--- src/rtl/memoria_pkg.sv ---
// Shared definitions for the memory reader and writer: default widths, the
// memory depth and the output-buffer occupancy encoding.
package memoria_pkg;

  localparam int unsigned DATA_WIDTH    = 10;
  localparam int unsigned ADDRESS_WIDTH = 8;

  function automatic int unsigned depth_of(input int unsigned aw);
    return 32'(1) << aw;
  endfunction

  localparam int unsigned DEPTH = depth_of(ADDRESS_WIDTH);

  // Occupancy of the reader's 2-entry output buffer
  typedef enum logic [1:0] {
    BUF_VACIO = 2'd0,
    BUF_UNO   = 2'd1,
    BUF_LLENO = 2'd2
  } buf_cnt_t;

endpackage

--- src/rtl/lector_memoria_if.sv ---
// Read-side bus of lector_memoria: memory read port plus the valid/ready
// stream toward the consumer. master = reader, slave = memory + consumer.
interface lector_memoria_if
  import memoria_pkg::*;
#(
  parameter int unsigned data_width    = DATA_WIDTH,
  parameter int unsigned address_width = ADDRESS_WIDTH
);

  logic                     rdmem_enable;
  logic [address_width-1:0] rd_addr;
  logic [data_width-1:0]    memo_data_out;
  logic [data_width-1:0]    data_out;
  logic                     valid;
  logic                     ready;

  modport master (
    output rdmem_enable,
    output rd_addr,
    input  memo_data_out,
    output data_out,
    output valid,
    input  ready
  );

  modport slave (
    input  rdmem_enable,
    input  rd_addr,
    output memo_data_out,
    input  data_out,
    input  valid,
    output ready
  );

endinterface

--- src/rtl/lector_buffer_salida.sv ---
// Two-entry output buffer of the memory reader: head register drives the
// consumer, tail holds a second word so reads can run ahead of a stall.
module lector_buffer_salida
  import memoria_pkg::*;
#(
  parameter int unsigned data_width = DATA_WIDTH
) (
  input  logic                  clk,
  input  logic                  reset,
  input  logic                  push,
  input  logic [data_width-1:0] push_data,
  input  logic                  pop,
  output logic [data_width-1:0] data_out,
  output logic                  valid,
  output buf_cnt_t              buf_cnt
);

  logic [data_width-1:0] cola;

  // Head is data_out itself, so it only moves on a pop or a fill of an empty head
  always_ff @(posedge clk) begin
    if (reset) begin
      buf_cnt  <= BUF_VACIO;
      data_out <= '0;
      cola     <= '0;
      valid    <= 1'b0;
    end else begin
      case (buf_cnt)
        BUF_VACIO: begin
          if (push) begin
            data_out <= push_data;
            valid    <= 1'b1;
            buf_cnt  <= BUF_UNO;
          end
        end
        BUF_UNO: begin
          if (push && pop) begin
            data_out <= push_data;
          end else if (push) begin
            cola    <= push_data;
            buf_cnt <= BUF_LLENO;
          end else if (pop) begin
            valid   <= 1'b0;
            buf_cnt <= BUF_VACIO;
          end
        end
        BUF_LLENO: begin
          if (pop) begin
            data_out <= cola;
            if (push) begin
              cola <= push_data;
            end else begin
              buf_cnt <= BUF_UNO;
            end
          end
        end
        default: begin
          valid   <= 1'b0;
          buf_cnt <= BUF_VACIO;
        end
      endcase
    end
  end

endmodule

--- src/rtl/lector_memoria.sv ---
// Read-side controller for the shared memory: tracks occupancy from the
// writer's strobe, issues reads and streams words out in FIFO order.
// Optional almost_empty flag under `LECTOR_ALMOST_EMPTY_EN.
module lector_memoria
  import memoria_pkg::*;
#(
  parameter int unsigned data_width    = DATA_WIDTH,
  parameter int unsigned address_width = ADDRESS_WIDTH
`ifdef LECTOR_ALMOST_EMPTY_EN
  ,
  parameter int unsigned ALMOST_EMPTY_LVL = 2
`endif
) (
  input  logic             clk,
  input  logic             reset,
  input  logic             wrmem_enable,
  lector_memoria_if.master bus,
  output logic             empty,
  output logic             full,
  output logic             overflow
`ifdef LECTOR_ALMOST_EMPTY_EN
  ,
  output logic             almost_empty
`endif
);

  localparam int unsigned CW = address_width + 1;
  localparam logic [CW-1:0] DEPTH_C = CW'(depth_of(address_width));

  logic [address_width-1:0] rd_ptr;
  logic [CW-1:0]            count;
  logic [CW-1:0]            count_next;
  logic                     inflight;
  buf_cnt_t                 buf_cnt;
  logic                     pop;
  logic                     wr_acc;
  logic                     issue;
  logic [1:0]               ocupado;

  // Read issue: only when the buffer can still hold everything already committed
  always_comb begin
    pop        = bus.valid && bus.ready;
    wr_acc     = wrmem_enable && !full;
    ocupado    = 2'(buf_cnt) + 2'(inflight);
    issue      = !reset && (count != '0) && (3'(ocupado) < (3'd2 + 3'(pop)));
    count_next = count;
    if (wr_acc && !issue) begin
      count_next = count + CW'(1);
    end else if (!wr_acc && issue) begin
      count_next = count - CW'(1);
    end
  end

  assign bus.rdmem_enable = issue;
  assign bus.rd_addr      = rd_ptr;

  always_ff @(posedge clk) begin
    if (reset) begin
      rd_ptr   <= '0;
      count    <= '0;
      inflight <= 1'b0;
      empty    <= 1'b1;
      full     <= 1'b0;
      overflow <= 1'b0;
    end else begin
      if (issue) begin
        rd_ptr <= rd_ptr + address_width'(1);
      end
      count    <= count_next;
      inflight <= issue;
      empty    <= (count_next == '0);
      full     <= (count_next == DEPTH_C);
      overflow <= overflow | (wrmem_enable && full);
    end
  end

`ifdef LECTOR_ALMOST_EMPTY_EN
  always_ff @(posedge clk) begin
    if (reset) begin
      almost_empty <= 1'b1;
    end else begin
      almost_empty <= (count_next <= CW'(ALMOST_EMPTY_LVL));
    end
  end
`endif

  // Data returning from the memory lands in the buffer one cycle after issue
  lector_buffer_salida #(
    .data_width (data_width)
  ) u_buffer (
    .clk       (clk),
    .reset     (reset),
    .push      (inflight),
    .push_data (bus.memo_data_out),
    .pop       (pop),
    .data_out  (bus.data_out),
    .valid     (bus.valid),
    .buf_cnt   (buf_cnt)
  );

endmodule

--- src/flat_wrapper.sv ---
// flat-port wrapper written by rule: the top's interface ports become plain ports
module lector_memoria_flat import memoria_pkg::*;
#(
  parameter int unsigned data_width    = DATA_WIDTH,
  parameter int unsigned address_width = ADDRESS_WIDTH

)
  (clk, reset, wrmem_enable, empty, full, overflow, bus_rdmem_enable, bus_rd_addr, bus_memo_data_out, bus_data_out, bus_valid, bus_ready);
  lector_memoria_if #(.data_width(data_width), .address_width(address_width)) bus_i ();
  input  logic clk;
  input  logic reset;
  input  logic wrmem_enable;
  output logic empty;
  output logic full;
  output logic overflow;
  output wire logic [$bits(bus_i.rdmem_enable)-1:0] bus_rdmem_enable;
  output wire logic [$bits(bus_i.rd_addr)-1:0] bus_rd_addr;
  input wire logic [$bits(bus_i.memo_data_out)-1:0] bus_memo_data_out;
  output wire logic [$bits(bus_i.data_out)-1:0] bus_data_out;
  output wire logic [$bits(bus_i.valid)-1:0] bus_valid;
  input wire logic [$bits(bus_i.ready)-1:0] bus_ready;
  assign bus_rdmem_enable = bus_i.rdmem_enable;
  assign bus_rd_addr = bus_i.rd_addr;
  assign bus_i.memo_data_out = bus_memo_data_out;
  assign bus_data_out = bus_i.data_out;
  assign bus_valid = bus_i.valid;
  assign bus_i.ready = bus_ready;
  lector_memoria #(.data_width(data_width), .address_width(address_width)) u_core (.clk(clk), .reset(reset), .wrmem_enable(wrmem_enable), .bus(bus_i), .empty(empty), .full(full), .overflow(overflow));
endmodule
--- config.mk ---
export PLATFORM = sky130hd
export DESIGN_NAME = lector_memoria_flat
export DESIGN_NICKNAME = d
export VERILOG_FILES = /design/src/rtl/memoria_pkg.sv /design/src/rtl/lector_memoria_if.sv /design/src/rtl/lector_buffer_salida.sv /design/src/rtl/lector_memoria.sv /design/src/flat_wrapper.sv
export SDC_FILE = /design/constraint.sdc
export NUM_CORES = 1
export LEC_CHECK = 0
export CORE_MARGIN = 10
export CORE_UTILIZATION = 35
export CTS_BUF_LIST = sky130_fd_sc_hd__clkbuf_16
export DETAILED_ROUTE_END_ITERATION = 10
export PLACE_DENSITY_LB_ADDON = 0.1
export SYNTH_ARGS = -nofsm -noshare
export SYNTH_HDL_FRONTEND = slang
export SYNTH_SLANG_ARGS = --single-unit
--- constraint.sdc ---
create_clock -name clk -period 5.89 [get_ports clk]
set_input_delay 1.178 -clock clk [delete_from_list [all_inputs] [get_ports clk]]
set_output_delay 1.178 -clock clk [all_outputs]
set_load 0.01 [all_outputs]
; ---- Word level (Yosys, flattened, before mapping)
; Index checks and enable logic that the tools add are counted.
[totals]
ff_bits = 44
output_inout_bits = 23
elab_cells = 72
[classes]
n_addsub = 5
order_cmp = 1
n_eq_ne = 11
mux = 22
bitwise = 2
reduce_logical = 21
[ops]
columns = operator, count
row1 = 10-bit two-way mux, 6
row2 = 10-bit case mux with 3 select lines, 1
row3 = 10-bit case mux with 2 select lines, 1
row4 = 9-bit two-way mux, 2
row5 = 2-bit two-way mux, 6
row6 = 2-bit inequality test (second input constant), 6
row7 = 5-bit AND reduction, 2
row8 = 9-bit by 1-bit adder with 9-bit output (second input constant), 1
row9 = 9-bit == test (second input constant), 1
row10 = 9-bit zero test, 1
row11 = 9-bit nonzero test, 1
row12 = 9-bit by 1-bit subtractor with 9-bit output (second input constant), 1
row13 = 8-bit by 1-bit adder with 8-bit output (second input constant), 1
row14 = 1-bit logical AND, 8
row15 = 2-bit case mux with 3 select lines, 1
row16 = 1-bit zero test, 4
row17 = 1-bit two-way mux, 4
row18 = 4-bit AND reduction, 1
row19 = 2-bit by 1-bit adder with 3-bit output (first input constant), 1
row20 = 2-bit by 3-bit < comparator with 1-bit output, 1
row21 = 3-bit by 2-bit inequality test with 1-bit output (second input constant), 1
row22 = 1-bit case mux with 3 select lines, 1
row23 = 3-bit AND reduction, 1
row24 = 3-bit nonzero test, 1
row25 = 8 further kinds, 8

; ---- Depth between registers and ports, before layout
[logic_depth]
ltp_word = 8
depth_mapped = 8
mapped_depth_nobuf = 8

; ---- Hierarchy
; From an unflattened synthesis, not the netlist that was laid out.
[unflattened]
hier_cells = 256
hier_area_um2 = 2363.5
[by_module_without_submodules]
columns = module, instances, cells_each, area_each_um2, seq_area_each_um2
row1 = lector_memoria, 1, 141, 1208.7, 420.4
row2 = lector_buffer_salida, 1, 115, 1154.9, 460.4

; ---- Worst setup path before layout
; No wires, ideal clock.
[synth_timing]
path_type = input to output
start = input port reset
end = output port bus_rdmem_enable
arrival_time_ns = 1.903
required_ns = 4.712
path_slack_ns = 2.809
cell_stages = 4
n_path_buf = 1
path_cell_list = clkbuf_1 > a21oi_2 > nand2_2 > inv_2
[synth_via]
elab_chain_len = 3
[synth_lines]
columns = element, line_no
row1 = from (decl), flat_wrapper.sv:11  ; input logic reset;
row2 = 1-bit zero test, lector_memoria.sv:45  ; issue = !reset && (count != '0) && (3'(ocupado) < (3'd2 + 3'(pop)));
row3 = 1-bit logical AND (2 in series), lector_memoria.sv:45
row4 = to (decl), flat_wrapper.sv:16  ; output wire logic [$bits(bus_i.rdmem_enable)-1:0] bus_rdmem_enable;
; Every way passes these cells.

; ---- Worst setup path after layout
[layout_timing]
start = input port bus_ready
end = output port bus_rdmem_enable
[layout_via]
elab_chain_len = 4
[layout_lines]
columns = element, line_no
row1 = from (decl), flat_wrapper.sv:21  ; input wire logic [$bits(bus_i.ready)-1:0] bus_ready;
row2 = 1-bit logical AND, lector_memoria.sv:42  ; pop = bus.valid && bus.ready;
row3 = 2-bit by 1-bit adder with 3-bit output, lector_memoria.sv:45
row4 = 2-bit by 3-bit < comparator with 1-bit output, lector_memoria.sv:45
row5 = 1-bit logical AND, lector_memoria.sv:45
; Every way passes these cells.

==> impl_metrics.csv <==
group,metric,value,unit
outcome,status,"completed",
grt,grtUsageTotal,10.60,%
finish,register_area,880.8,sq um
sta,maxSlewViolCount,0,
detailed_routing,num_vias,1876,
detailed_routing,drt-met1-wl,2459,um
power,powerDensity,426.7,mW/mm^2
placed_design,place_congestion,0.8261,
sta,tightest_slew,0.6986,ns
sta,skew,0.005588,ns
sta,max_freq,231.0,MHz
yosys,synthTopCellsByArea,"dfxtp_1 (39%), mux2i_1 (10%), nor2_1 (7.0%)",
finish,final_area,0.002786,sq mm
detailed_routing,wl,5129,um
detailed_routing,top_layer_used,"met4",
detailed_routing,via_per_inst,5.211,
yosys,netlist_area,0.002245,sq mm
die,die_area,0.01002,sq mm
yosys,synth_edf_count,0,
sta,max_slew_margin,53.43,%
yosys,ys_ff_latch,44,
clock_tree,cts_buffers,5,
detailed_routing,drt_iter0_markers,102,
yosys,synthArstFlopShare,0,%
die,start_util,35.76,%
yosys,netlist.area_leader.share,39.24,%
clock_tree,clock-sinks,44,
clock_tree,cts_tree,"built",
detailed_routing,wire_per_inst,14.25,um
placed_design,hpwl,3719,um
finish,multiInputGateArea,0.001270,sq mm
die,std_cell_rows,29,
finish,areaGrowthSynthToFinish,24.14,%
power,p_leak,0.001166,uW
finish,num_antenna_cells,0,
yosys,synthesis.instances,253,
worst_setup_path,crit_fanout,9,
clock_tree,htreeDepth,2,
worst_setup_path,crit_type,"primary input to primary output",
yosys,seq_area_frac_synth,39.24,%
sta,fin_crit,4.330,ns
sta,hold_viol,0,
sta,setup_viol,0,
detailed_routing,firstDrtPassIters,4,
placed_design,dp_slack,1.534,ns
grt,grt_pass1_vias,1849,
clock_tree,clk_latency,0.28,ns
grt,grt_max_degree,42,
yosys,ys.flop_type,"dfxtp_1",
detailed_routing,route.met3.wl,364,um
yosys,synthTopCellsByCount,"dfxtp_1 (44), nor2_1 (42), mux2i_1 (23)",
finish,drive_above_1_share,7.774,%
die,ios,37,
worst_setup_path,arrival,3.15,ns
yosys,synth_most_common_cell,"dfxtp_1",
yosys,avgSynthCellArea,8.872,sq um
grt,antenna_found_initial,0,
yosys,synth_warnings,0,
sta,rsz0062_at_grt,"no",
die,die_w,100.1,um
sta,timing.final.crit_share,73.51,%
die,fp.coreArea,0.006277,sq mm
clock_tree,clockBufferDepth,2,
grt,grt-ovfl-total,0,
yosys,synth_area_leader_cell,"dfxtp_1",
finish,fillers,627,
worst_setup_path,cp.required,4.71,ns
detailed_routing,dr_wl_met2,2248,um
worst_setup_path,cp-end-kind,"primary output",
power,p_total,1189,uW
run,maxCapViolCount,0,
finish,layout.nets,301,
clock_tree,cts_hold_buf,0,
worst_setup_path,worstSetupStartpointType,"primary input",
yosys,ys_types,56,
sta,finalSetupTns,0,ns
yosys,synth_nets,271,
clock_tree,cts_resized,0,
die,die_h,100.1,um
sta,fin_ws,1.560,ns
grt,grt_first_pass_wirelength,8956,um
clock_tree,path_clk_slew,0.06,ns
min_path,hp-class,"register to register",
detailed_routing,ant_nets,0,
detailed_routing,drc,0,
placed_design,port_buffers,36,
clock_tree,root_buffer,"clkbuf_16",
placed_design,placed_area,0.002649,sq mm
power,ir_drop,0.1830,mV
clock_tree,post_cts_buffers,0,
## cell type report
class | count | area share, %
clock inverter | 2 | 0.4490
sequential | 44 | 31.61
clock buffer | 5 | 4.490
inverter | 7 | 0.9430
tap | 77 | 3.458
timing repair buffer | 38 | 13.47
multi-input combinational | 187 | 45.58
## cell families (layout without fill, tap and decap cells)
group | count (synthesis) | in the layout | synth area share (%)
AO/OA/AOI/OAI | 40 | 40 | 13.55
XOR/XNOR | 10 | 10 | 3.902
adder cells (fa/ha/maj) | 4 | 4 | 2.230
buffers and inverters | 22 | 52 | 4.180
flip-flops | 44 | 44 | 39.24
multiplexers | 25 | 25 | 11.43
AND/OR/NAND/NOR | 108 | 108 | 25.47
## metal layers
layer  up-vias  track usage (%)
met5         -                0
met4         0            2.826
met3         7            4.739
met2        32            15.98
met1       873            13.41
li1        964                -
## power breakdown
part	leakage [uW]	switching, uW	internal [uW]
sequential	0.000359	69.7	369
clock	0.0000657	112	154
combinational	0.000741	251	235
total	0.00117	432	757
## state kept, by name, indices dropped and copies added (netlist names)
register and count:
u_core.bus.rd_addr 8, u_core.count 9, u_core.empty 1, u_core.full 1
u_core.inflight 1, u_core.overflow 1, u_core.u_buffer.buf_cnt 2, u_core.u_buffer.cola 10
u_core.u_buffer.data_out 10, u_core.u_buffer.valid 1
## metrics by stage
| stage | cells | hold slack [ns] | utilization (%) |
|---|---|---|---|
| 2_1_floorplan | 253 | 0.4627 | - |
| 3_5_place_dp | 353 | 0.4860 | 42.20 |
| 3_3_place_gp | 353 | 0.4689 | 42.20 |
| 4_1_cts | 360 | 0.5014 | 44.39 |
| 5_1_grt | 360 | 0.5251 | 44.39 |
| 6_report | 360 | 0.4863 | 44.39 |
## cell usage in the layout (no fill, tap or decap), types with 5 or more instances in the layout
master / netlist / layout
nand3_1: 6 / 6
a211oi_1: 12 / 12
inv_1: 6 / 6
mux2i_1: 23 / 23
clkdlybuf4s50_1: 0 / 36
nor3_1: 5 / 5
clkbuf_16: 0 / 5
dfxtp_1: 44 / 44
a21oi_1: 5 / 5
nor2_1: 42 / 42
nor4_1: 6 / 6
xor2_1: 8 / 8
nand2_1: 16 / 16
nand4_1: 6 / 6
## worst paths after layout
kind | start | end | slack (ns) | cells after the start
worst min-delay path | u_core.overflow$_SDFF_PP0_ | u_core.overflow$_SDFF_PP0_ | 0.49 | 2
worst max register to register | u_core.inflight$_SDFF_PP0_ | u_core.empty$_SDFF_PP1_ | 3.51 | 8
worst min register to register | u_core.overflow$_SDFF_PP0_ | u_core.overflow$_SDFF_PP0_ | 0.49 | 2
worst max-delay path | bus_ready | bus_rdmem_enable | 1.56 | 6
## worst max-delay path, stage by stage
cell and delay, ns:
clkdlybuf4s50_1 0.50, nand3b_1 0.12, a21oi_2 0.41, nand2_2 0.18, inv_2 0.19, clkdlybuf4s50_1 0.57
Power figures use the tool's default switching activity.
